`config.mk`:
```
export PLATFORM = sky130hd
export DESIGN_NAME = hue_calc_flat
export DESIGN_NICKNAME = d
export VERILOG_FILES = /design/src/rtl/hue_calc_if.sv /design/src/rtl/hue_calc.sv /design/src/flat_wrapper.sv
export SDC_FILE = /design/constraint.sdc
export NUM_CORES = 1
export LEC_CHECK = 0
export ABC_AREA = 1
export CELL_PAD_IN_SITES_DETAIL_PLACEMENT = 1
export CELL_PAD_IN_SITES_GLOBAL_PLACEMENT = 2
export CORE_AREA = 2 2 162 164
export DETAILED_ROUTE_END_ITERATION = 6
export DIE_AREA = 0 0 164 166
export PLACE_DENSITY_LB_ADDON = 0.05
export SYNTH_ARGS = -nofsm -noshare
export SYNTH_HDL_FRONTEND = slang
export SYNTH_SLANG_ARGS = --single-unit
```
`constraint.sdc`:
```
create_clock -name clk -period 6.35 [get_ports clk]
set_input_delay 0.9525 -clock clk [delete_from_list [all_inputs] [get_ports clk]]
set_output_delay 0.9525 -clock clk [all_outputs]
set_load 0.01 [all_outputs]
```
`src/rtl/hue_calc_if.sv`:
```
// Pixel-in / result-out handshake bundle for hue_calc.
// The master drives pixels and out_ready; the slave (hue_calc) returns results.
interface hue_calc_if #(
  parameter int W = 10
);
  logic         in_valid;
  logic         in_ready;
  logic [W-1:0] red;
  logic [W-1:0] green;
  logic [W-1:0] blue;
  logic [W-1:0] min_value;
  logic         out_valid;
  logic         out_ready;
  logic [W:0]   hue;
  logic [W-1:0] max_value;
  logic [W-1:0] chroma;
  logic [8:0]   sat;

  modport master (
    output in_valid, red, green, blue, min_value, out_ready,
    input  in_ready, out_valid, hue, max_value, chroma, sat
  );

  modport slave (
    input  in_valid, red, green, blue, min_value, out_ready,
    output in_ready, out_valid, hue, max_value, chroma, sat
  );
endinterface

```
`src/rtl/hue_calc.sv`:
```
// Per-pixel max, chroma and hue (0..1535) via a shared iterative restoring divider.
// Define HUE_CALC_SAT_EN to add the SDIV pass that computes sat = delta*256/max.
module hue_calc #(
  parameter int W    = 10,
  parameter int FRAC = 8
) (
  input  logic      clk,
  input  logic      rst,
  input  logic      ce,
  hue_calc_if.slave bus
);
  localparam int QW = FRAC + 1;
  localparam int CW = $clog2(QW);
  localparam logic [W:0] HUE_G    = (W+1)'(2 << FRAC);
  localparam logic [W:0] HUE_B    = (W+1)'(4 << FRAC);
  localparam logic [W:0] HUE_WRAP = (W+1)'(6 << FRAC);

`ifdef HUE_CALC_SAT_EN
  typedef enum logic [1:0] {IDLE, DIV, SDIV, DONE} state_t;
`else
  typedef enum logic [1:0] {IDLE, DIV, DONE} state_t;
`endif

  state_t          state_reg, state_next;
  logic [CW-1:0]   cnt_reg;
  logic [W:0]      rem_reg;
  logic [QW-1:0]   quo_reg;
  logic [1:0]      idx_reg;
  logic            d_neg_reg;
  logic [W:0]      hue_reg;
  logic [W-1:0]    max_reg;
  logic [W-1:0]    chroma_reg;

  logic [W-1:0]    max_in;
  logic [W-1:0]    delta_in;
  logic [1:0]      idx_in;
  logic signed [W:0] d_in;
  logic [W-1:0]    abs_d;

  // Max selection with R>G>B tie priority; d is the sector-relative difference.
  always_comb begin
    max_in = bus.red;
    idx_in = 2'd0;
    d_in   = $signed({1'b0, bus.green}) - $signed({1'b0, bus.blue});
    if (!(bus.red >= bus.green && bus.red >= bus.blue)) begin
      if (bus.green >= bus.blue) begin
        max_in = bus.green;
        idx_in = 2'd1;
        d_in   = $signed({1'b0, bus.blue}) - $signed({1'b0, bus.red});
      end else begin
        max_in = bus.blue;
        idx_in = 2'd2;
        d_in   = $signed({1'b0, bus.red}) - $signed({1'b0, bus.green});
      end
    end
    delta_in = (bus.min_value > max_in) ? '0 : max_in - bus.min_value;
    abs_d    = d_in[W] ? W'(-d_in) : d_in[W-1:0];
  end

  logic [W-1:0]  divisor;
  logic          take;
  logic [W:0]    rem_sub;
  logic [W:0]    rem_shift;
  logic [QW-1:0] quo_next;
  logic [W:0]    q_ext;
  logic [W:0]    hue_form;

  // The remainder starts at the numerator's integer part and shifts in zeros,
  // which yields floor(num*256/div) as long as num <= div.
  always_comb begin
    divisor = chroma_reg;
`ifdef HUE_CALC_SAT_EN
    if (state_reg == SDIV) divisor = max_reg;
`endif
    take      = rem_reg >= {1'b0, divisor};
    rem_sub   = take ? rem_reg - {1'b0, divisor} : rem_reg;
    rem_shift = rem_sub << 1;
    quo_next  = {quo_reg[QW-2:0], take};
    q_ext     = (W+1)'(quo_next);
    case (idx_reg)
      2'd0:    hue_form = !d_neg_reg ? q_ext : ((quo_next == '0) ? '0 : HUE_WRAP - q_ext);
      2'd1:    hue_form = d_neg_reg ? HUE_G - q_ext : HUE_G + q_ext;
      default: hue_form = d_neg_reg ? HUE_B - q_ext : HUE_B + q_ext;
    endcase
  end

  always_ff @(posedge clk or posedge rst) begin
    if (rst) state_reg <= IDLE;
    else if (ce) state_reg <= state_next;
  end

  always_comb begin
    state_next    = state_reg;
    bus.in_ready  = 1'b0;
    bus.out_valid = 1'b0;
    case (state_reg)
      IDLE: begin
        bus.in_ready = 1'b1;
        if (bus.in_valid) state_next = (delta_in == '0) ? DONE : DIV;
      end
      DIV: begin
`ifdef HUE_CALC_SAT_EN
        if (cnt_reg == '0) state_next = SDIV;
`else
        if (cnt_reg == '0) state_next = DONE;
`endif
      end
`ifdef HUE_CALC_SAT_EN
      SDIV: if (cnt_reg == '0) state_next = DONE;
`endif
      DONE: begin
        bus.out_valid = 1'b1;
        if (bus.out_ready) state_next = IDLE;
      end
      default: state_next = IDLE;
    endcase
  end

`ifdef HUE_CALC_SAT_EN
  logic [QW-1:0] sat_reg;
`endif

  always_ff @(posedge clk or posedge rst) begin
    if (rst) begin
      cnt_reg    <= '0;
      rem_reg    <= '0;
      quo_reg    <= '0;
      idx_reg    <= '0;
      d_neg_reg  <= 1'b0;
      hue_reg    <= '0;
      max_reg    <= '0;
      chroma_reg <= '0;
`ifdef HUE_CALC_SAT_EN
      sat_reg    <= '0;
`endif
    end else if (ce) begin
      case (state_reg)
        IDLE: if (bus.in_valid) begin
          max_reg    <= max_in;
          chroma_reg <= delta_in;
          idx_reg    <= idx_in;
          d_neg_reg  <= d_in[W];
          rem_reg    <= {1'b0, abs_d};
          quo_reg    <= '0;
          cnt_reg    <= CW'(FRAC);
          if (delta_in == '0) begin
            hue_reg <= '0;
`ifdef HUE_CALC_SAT_EN
            sat_reg <= '0;
`endif
          end
        end
        DIV: begin
          rem_reg <= rem_shift;
          quo_reg <= quo_next;
          if (cnt_reg == '0) begin
            hue_reg <= hue_form;
`ifdef HUE_CALC_SAT_EN
            rem_reg <= {1'b0, chroma_reg};
            quo_reg <= '0;
            cnt_reg <= CW'(FRAC);
`endif
          end else begin
            cnt_reg <= cnt_reg - 1'b1;
          end
        end
`ifdef HUE_CALC_SAT_EN
        SDIV: begin
          rem_reg <= rem_shift;
          quo_reg <= quo_next;
          if (cnt_reg == '0) sat_reg <= quo_next;
          else cnt_reg <= cnt_reg - 1'b1;
        end
`endif
        default: ;
      endcase
    end
  end

  assign bus.hue       = hue_reg;
  assign bus.max_value = max_reg;
  assign bus.chroma    = chroma_reg;
`ifdef HUE_CALC_SAT_EN
  assign bus.sat       = sat_reg;
`else
  assign bus.sat       = '0;
`endif
endmodule

```
`src/flat_wrapper.sv`:
```
// flat-port wrapper written by rule: the top's interface ports become plain ports
module hue_calc_flat 
#(
  parameter int W    = 10,
  parameter int FRAC = 8
)
  (clk, rst, ce, bus_in_valid, bus_red, bus_green, bus_blue, bus_min_value, bus_out_ready, bus_in_ready, bus_out_valid, bus_hue, bus_max_value, bus_chroma, bus_sat);
  hue_calc_if #(.W(W)) bus_i ();
  input  logic clk;
  input  logic rst;
  input  logic ce;
  input wire logic [$bits(bus_i.in_valid)-1:0] bus_in_valid;
  input wire logic [$bits(bus_i.red)-1:0] bus_red;
  input wire logic [$bits(bus_i.green)-1:0] bus_green;
  input wire logic [$bits(bus_i.blue)-1:0] bus_blue;
  input wire logic [$bits(bus_i.min_value)-1:0] bus_min_value;
  input wire logic [$bits(bus_i.out_ready)-1:0] bus_out_ready;
  output wire logic [$bits(bus_i.in_ready)-1:0] bus_in_ready;
  output wire logic [$bits(bus_i.out_valid)-1:0] bus_out_valid;
  output wire logic [$bits(bus_i.hue)-1:0] bus_hue;
  output wire logic [$bits(bus_i.max_value)-1:0] bus_max_value;
  output wire logic [$bits(bus_i.chroma)-1:0] bus_chroma;
  output wire logic [$bits(bus_i.sat)-1:0] bus_sat;
  assign bus_i.in_valid = bus_in_valid;
  assign bus_i.red = bus_red;
  assign bus_i.green = bus_green;
  assign bus_i.blue = bus_blue;
  assign bus_i.min_value = bus_min_value;
  assign bus_i.out_ready = bus_out_ready;
  assign bus_in_ready = bus_i.in_ready;
  assign bus_out_valid = bus_i.out_valid;
  assign bus_hue = bus_i.hue;
  assign bus_max_value = bus_i.max_value;
  assign bus_chroma = bus_i.chroma;
  assign bus_sat = bus_i.sat;
  hue_calc #(.W(W), .FRAC(FRAC)) u_core (.clk(clk), .rst(rst), .ce(ce), .bus(bus_i));
endmodule
```
**Yosys cells after proc, flatten, opt, wreduce, memory -nomap -nowiden**

Index checks and enable logic that the tools add are counted.

- Output and inout port bits: 42
- Input port bits: 45
- Register bits after elaboration: 59
- Word-level logic and storage cells: 78

- Eq/ne operators: 8
- Reductions and logical operators: 12
- Mux-type cells: 32
- $lt $le $gt $ge: 5
- Add/sub/neg operators: 12

Operator list:

| cell | number |
|---|---|
| 11-bit two-way mux | 10 |
| 11-bit one-hot mux with 2 select lines | 3 |
| 10-bit two-way mux | 5 |
| 10-bit by 10-bit subtractor with 11-bit output | 3 |
| 10-bit >= comparator | 3 |
| 10-bit subtractor | 2 |
| 8-bit one-hot mux with 2 select lines | 1 |
| 2-bit two-way mux | 6 |
| 10-bit by 9-bit adder with 11-bit output, first input constant | 1 |
| 11-bit by 9-bit adder with 11-bit output, first input constant | 1 |
| 11-bit by 10-bit >= comparator with 1-bit output | 1 |
| 10-bit by 10-bit subtractor with 11-bit output, first input constant | 1 |
| 10-bit by 9-bit subtractor with 11-bit output, first input constant | 1 |
| 11-bit by 9-bit subtractor with 11-bit output, first input constant | 1 |
| 10-bit > comparator | 1 |
| 10-bit zero test | 1 |
| 10-bit negator | 1 |
| 9-bit zero test | 1 |
| 4-bit two-way mux | 2 |
| 8-bit two-way mux | 1 |
| 4-bit one-hot mux with 2 select lines | 1 |
| 4-bit AND reduction | 2 |
| 2-bit inequality test, second input constant | 3 |
| 2-bit one-hot mux with 3 select lines | 1 |
| other kinds (11) | 16 |

**Logic depth before layout (Yosys ltp)**

- Word-level depth: 9
- Mapped depth: 32
- Depth with buffers taken out: 30

**Worst setup path before layout**

Ideal clock, no wire load.

- Path type: input port to flip-flop
- Start: input bus_green[2]
- End: register u_core.hue_reg[7] (netlist: u_core.bus.hue[7])
- Stages on the path: 32
- Buffers on the path: 5
- Library setup time: 117 ps
- Arrival time: 4,488 ps
- Required time: 6,233 ps
- Slack: 1,746 ps
- Path through: inv_1 > ha_1 > buf_6 > nand2_2 > nand2_2 > inv_2 > nand2_2 > nand3_1 > nand4_1 > nand2_4 > buf_4 > buf_2 > o22ai_1 > a21oi_1 > ha_1 > inv_1 > fa_1 > nand3_1 > nand2_1 > nand4_1 > nand2_1 > a31o_1 > buf_6 > o21ai_0 > nand3_1 > nor2_1 > nand3b_1 > nand2_4 > nand2_2 > buf_6 > nand2_2 > nand2_1

- Word-level cells in the longest chain between the ends: 8
- Elaborated cells on any way between the ends: 11
- Classes of those cells: 1 x add/sub; 3 x order compare; 1 x eq/ne; 3 x mux; 3 x reduce/logical

Ends and longest elaborated chain:

| what | RTL line | RTL |
|---|---|---|
| from (decl) | flat_wrapper.sv:14 | `input wire logic [$bits(bus_i.green)-1:0] bus_green;` |
| 10-bit >= comparator (on tied branches) | hue_calc.sv:46, hue_calc.sv:45 |  |
| 10-bit two-way mux / 1-bit logical AND (equally long branches) | hue_calc.sv:46, hue_calc.sv:45 |  |
| 10-bit two-way mux * | hue_calc.sv:45 | `if (!(bus.red >= bus.green && bus.red >= bus.blue)) begin` |
| 10-bit subtractor / 10-bit > comparator (equally long branches) | hue_calc.sv:56 | `delta_in = (bus.min_value > max_in) ? '0 : max_in - bus.min_value;` |
| 10-bit two-way mux * | hue_calc.sv:56 |  |
| 10-bit zero test * | hue_calc.sv:146 | `if (delta_in == '0) begin` |
| 2-bit by 1-bit inequality test with 1-bit output (no line) * | n/a |  |
| 5-bit AND reduction (no line) * | n/a |  |
| to (signal assigned) | hue_calc.sv:157 | `hue_reg <= hue_form;` |
| to (decl) | hue_calc.sv:30 | `logic [W:0] hue_reg;` |

Mark *: on every way between the ends. The rest lies on a longest branch, timed or not.
A chain may end at the register's enable or synchronous reset.

**Final worst setup path**

- Start: input bus_green[2]
- End: register u_core.hue_reg[8] (netlist: u_core.bus.hue[8])

Same word-level chain as after synthesis.

==> impl_metrics.tcl <==
set metrics [dict create \
    track_usage_pct 17.6 \
    synth.yosys.warnings 0 \
    p_leak_nw 3.91 \
    dr.first_iter.drc_count 250 \
    die_w_um 164 \
    via_per_inst 4.56 \
    setup_viol 0 \
    ff2ff_setup_slack_ns 2.29 \
    setup_tns_ns 0 \
    numCtsBuffers 9 \
    post_cts_resized 0 \
    netlist_instances 966 \
    synth_area_leaders "dfrtp_1 23%, nand2_1 17%, ha_1 11%, inv_1 8.7%, nand3_1 6.2%" \
    antenna_left 0 \
    slew_headroom_pct 32.9 \
    vias 6280 \
    n_antenna_cell 0 \
    clkSlewWorstSetupHoldPaths_ns 0.06 \
    grt_overflow 0 \
    portBuffers 77 \
    start_util_pct 24.5 \
    ys_ff_latch 59 \
    dpl.hpwl_um 19100 \
    tightestPinTransition_ns 1.00 \
    fp.dieH_um 166 \
    power_density_mw_per_mm2 410 \
    clockBufferDepth 2 \
    grt_pass1_vias 6618 \
    rsz0062_at_grt "false" \
    grt_first_pass_wirelength_um 37200 \
    worstReg2RegStart "u_core.bus.chroma[2]" \
    ios 87 \
    routed_wl_um 23200 \
    cp-end-kind "flip-flop" \
    antenna_found_initial 0 \
    grt_start_max_net_pins 60 \
    cts_tree "yes" \
    cts.sinks 59 \
    avgSynthCellArea_um2 6.51 \
    synth_area_mm2 0.00629 \
    layout_worst_path_cycle_share_pct 86.4 \
    area_growth_pct 21.7 \
    rr_worst_depth 21 \
    core_mm2 0.0256 \
    cp.required_ns 6.57 \
    routed_wire_length_per_instance_um 16.8 \
    cts_max_level 3 \
    post_cts_buffers 0 \
    nNetsFinal 1143 \
    ctsRootBufferMaster "clkbuf_16" \
    peakVddDrop_mv 0.148 \
    path_class "input port to flip-flop" \
    synth.top_cell.area_share_pct 23.5 \
    slew_viol_final 0 \
    worstReg2RegEnd "u_core.bus.hue[3]" \
    min_path_cells 2 \
    hold_buffers 0 \
    gp_congestion 0.768 \
    outcome "finished clean" \
    whs_endpoint "u_core.bus.max_value[9]" \
    cap_violations 0 \
    fin_crit_ns 5.48 \
    hold_violations 0 \
    seq_area_frac_synth_pct 23.5 \
    startpoint_type "input port" \
    power_w 0.00313 \
    drc_errors 0 \
    die_area_mm2 0.0272 \
    drive_gt1_share_pct 7.29 \
    min_from "u_core.bus.max_value[9]" \
    rows 59 \
    max_clock_freq_ghz 0.182 \
    critPathMaxFanout 13 \
    insertion_delay_ns 0.34 \
    min_path_type "flip-flop to flip-flop" \
    crit_arrival_ns 5.71 \
    finClkSkew_ns 0.00969 \
    synth_cell_type_count 45 \
    yosysTopAreaCell "dfrtp_1" \
    firstDrtPassIters 4 \
]
stage by stage:
step	setup WS [ns]	area, um2	std cells	utilization (%)	hold WS, ns
4_1_cts	0.755	7650	1378	29.9	0.485
3_5_place_dp	0.399	7350	1362	28.7	0.467
3_3_place_gp	0.458	7350	1362	28.7	0.463
6_report	0.866	7650	1378	29.9	0.480
2_1_floorplan	1.75	6320	974	-	0.454
5_1_grt	0.332	7650	1378	29.9	0.519
critical path, stage by stage:
cell             delay (ns)
clkdlybuf4s50_1        0.55
inv_1                  0.06
ha_1                   0.44
nand2_1                0.09
nor2_1                 0.16
nand3b_1               0.11
nand4_1                0.15
nand2_4                0.15
inv_4                  0.17
nor2_1                 0.06
buf_4                  0.20
a21oi_1                0.21
ha_1                   0.20
inv_1                  0.08
fa_1                   0.40
nand3_1                0.10
nand2_1                0.08
nand4_1                0.08
nand2_1                0.09
a31o_1                 0.30
nand3_1                0.17
nand3_1                0.09
nand3b_1               0.22
nand2_4                0.16
nand2_2                0.23
nand2_1                0.13
nand2_1                0.05
area by class of cell:
class,count,area (um2)
fill,3242,18000
multi-input combinational,732,4060
sequential,59,1480
timing repair buffer,84,823
inverter,152,573
tap,335,419
clock buffer,9,225
clock inverter,7,68.8
synth_stat cells (all sizes together):
library cell    n
or2             8
nand3          80
a211oi          3
dfrtp          59
nor4            1
o31ai           1
xnor2           8
a21o            1
nand4          10
conb            1
o22ai          19
a31o            1
o211a           1
xor2           21
a21oi          51
o21a            1
inv           150
nand2         307
ha             55
o211ai          3
nand3b         12
a31oi           6
buf            22
o21bai          4
fa              5
o21ai          48
nor3           17
clkinv          2
nor2           60
clkbuf          9
worst max-delay path by stage:
stage / from / to / cells past startpoint
2_1_floorplan: bus_green[2] / u_core.bus.hue[7] / 32
3_3_place_gp: bus_red[4] / u_core.bus.hue[8] / 30
3_5_place_dp: bus_red[4] / u_core.bus.hue[8] / 30
4_1_cts: bus_red[4] / u_core.bus.hue[8] / 30
5_1_grt: bus_red[4] / u_core.bus.hue[9] / 31
6_report: bus_green[2] / u_core.bus.hue[8] / 27
where the power goes:
part           internal, W  total [W]  switching, W
clock             0.000302   0.000501      0.000199
sequential        0.000540   0.000701      0.000161
combinational     0.000741    0.00193       0.00119
total              0.00158    0.00313       0.00155
cell families after synthesis:
logic type / synth area share (%)
flip-flops: 23.5
buffers and inverters: 12.4
adder cells (fa/ha/maj): 12.5
AND/OR/NAND/NOR: 35.1
other: 0.0597
XOR/XNOR: 4.04
AO/OA/AOI/OAI: 12.3
cells in the final DEF (no fill, tap or decap), drive strengths merged, types with 2 or more instances in the layout:
cell type,netlist,layout
nand2,307,307
inv,150,150
nand3,80,80
clkdlybuf4s50,0,77
nor2,60,60
dfrtp,59,59
ha,55,55
a21oi,51,51
o21ai,48,48
xor2,21,21
o22ai,19,19
nor3,17,17
nand3b,12,12
nand4,10,10
conb,1,9
clkbuf,9,9
xnor2,8,8
or2,8,8
buf,22,7
a31oi,6,6
clkinv,2,6
fa,5,5
o21bai,4,4
o211ai,3,3
a211oi,3,3
clkinvlp,0,2
metal layers:
layer / global-route usage [%] / routed length [um] / up-vias / part of all wire, %
li1: - / - / 3236 / -
met1: 24.5 / 11600 / 2959 / 50
met2: 28.8 / 10800 / 66 / 47
met3: 2.15 / 401 / 19 / 1.7
met4: 3.93 / 325 / 0 / 1.4
met5: 0 / 0 / - / 0
Note: power is estimated with default switching activity, not from simulation.
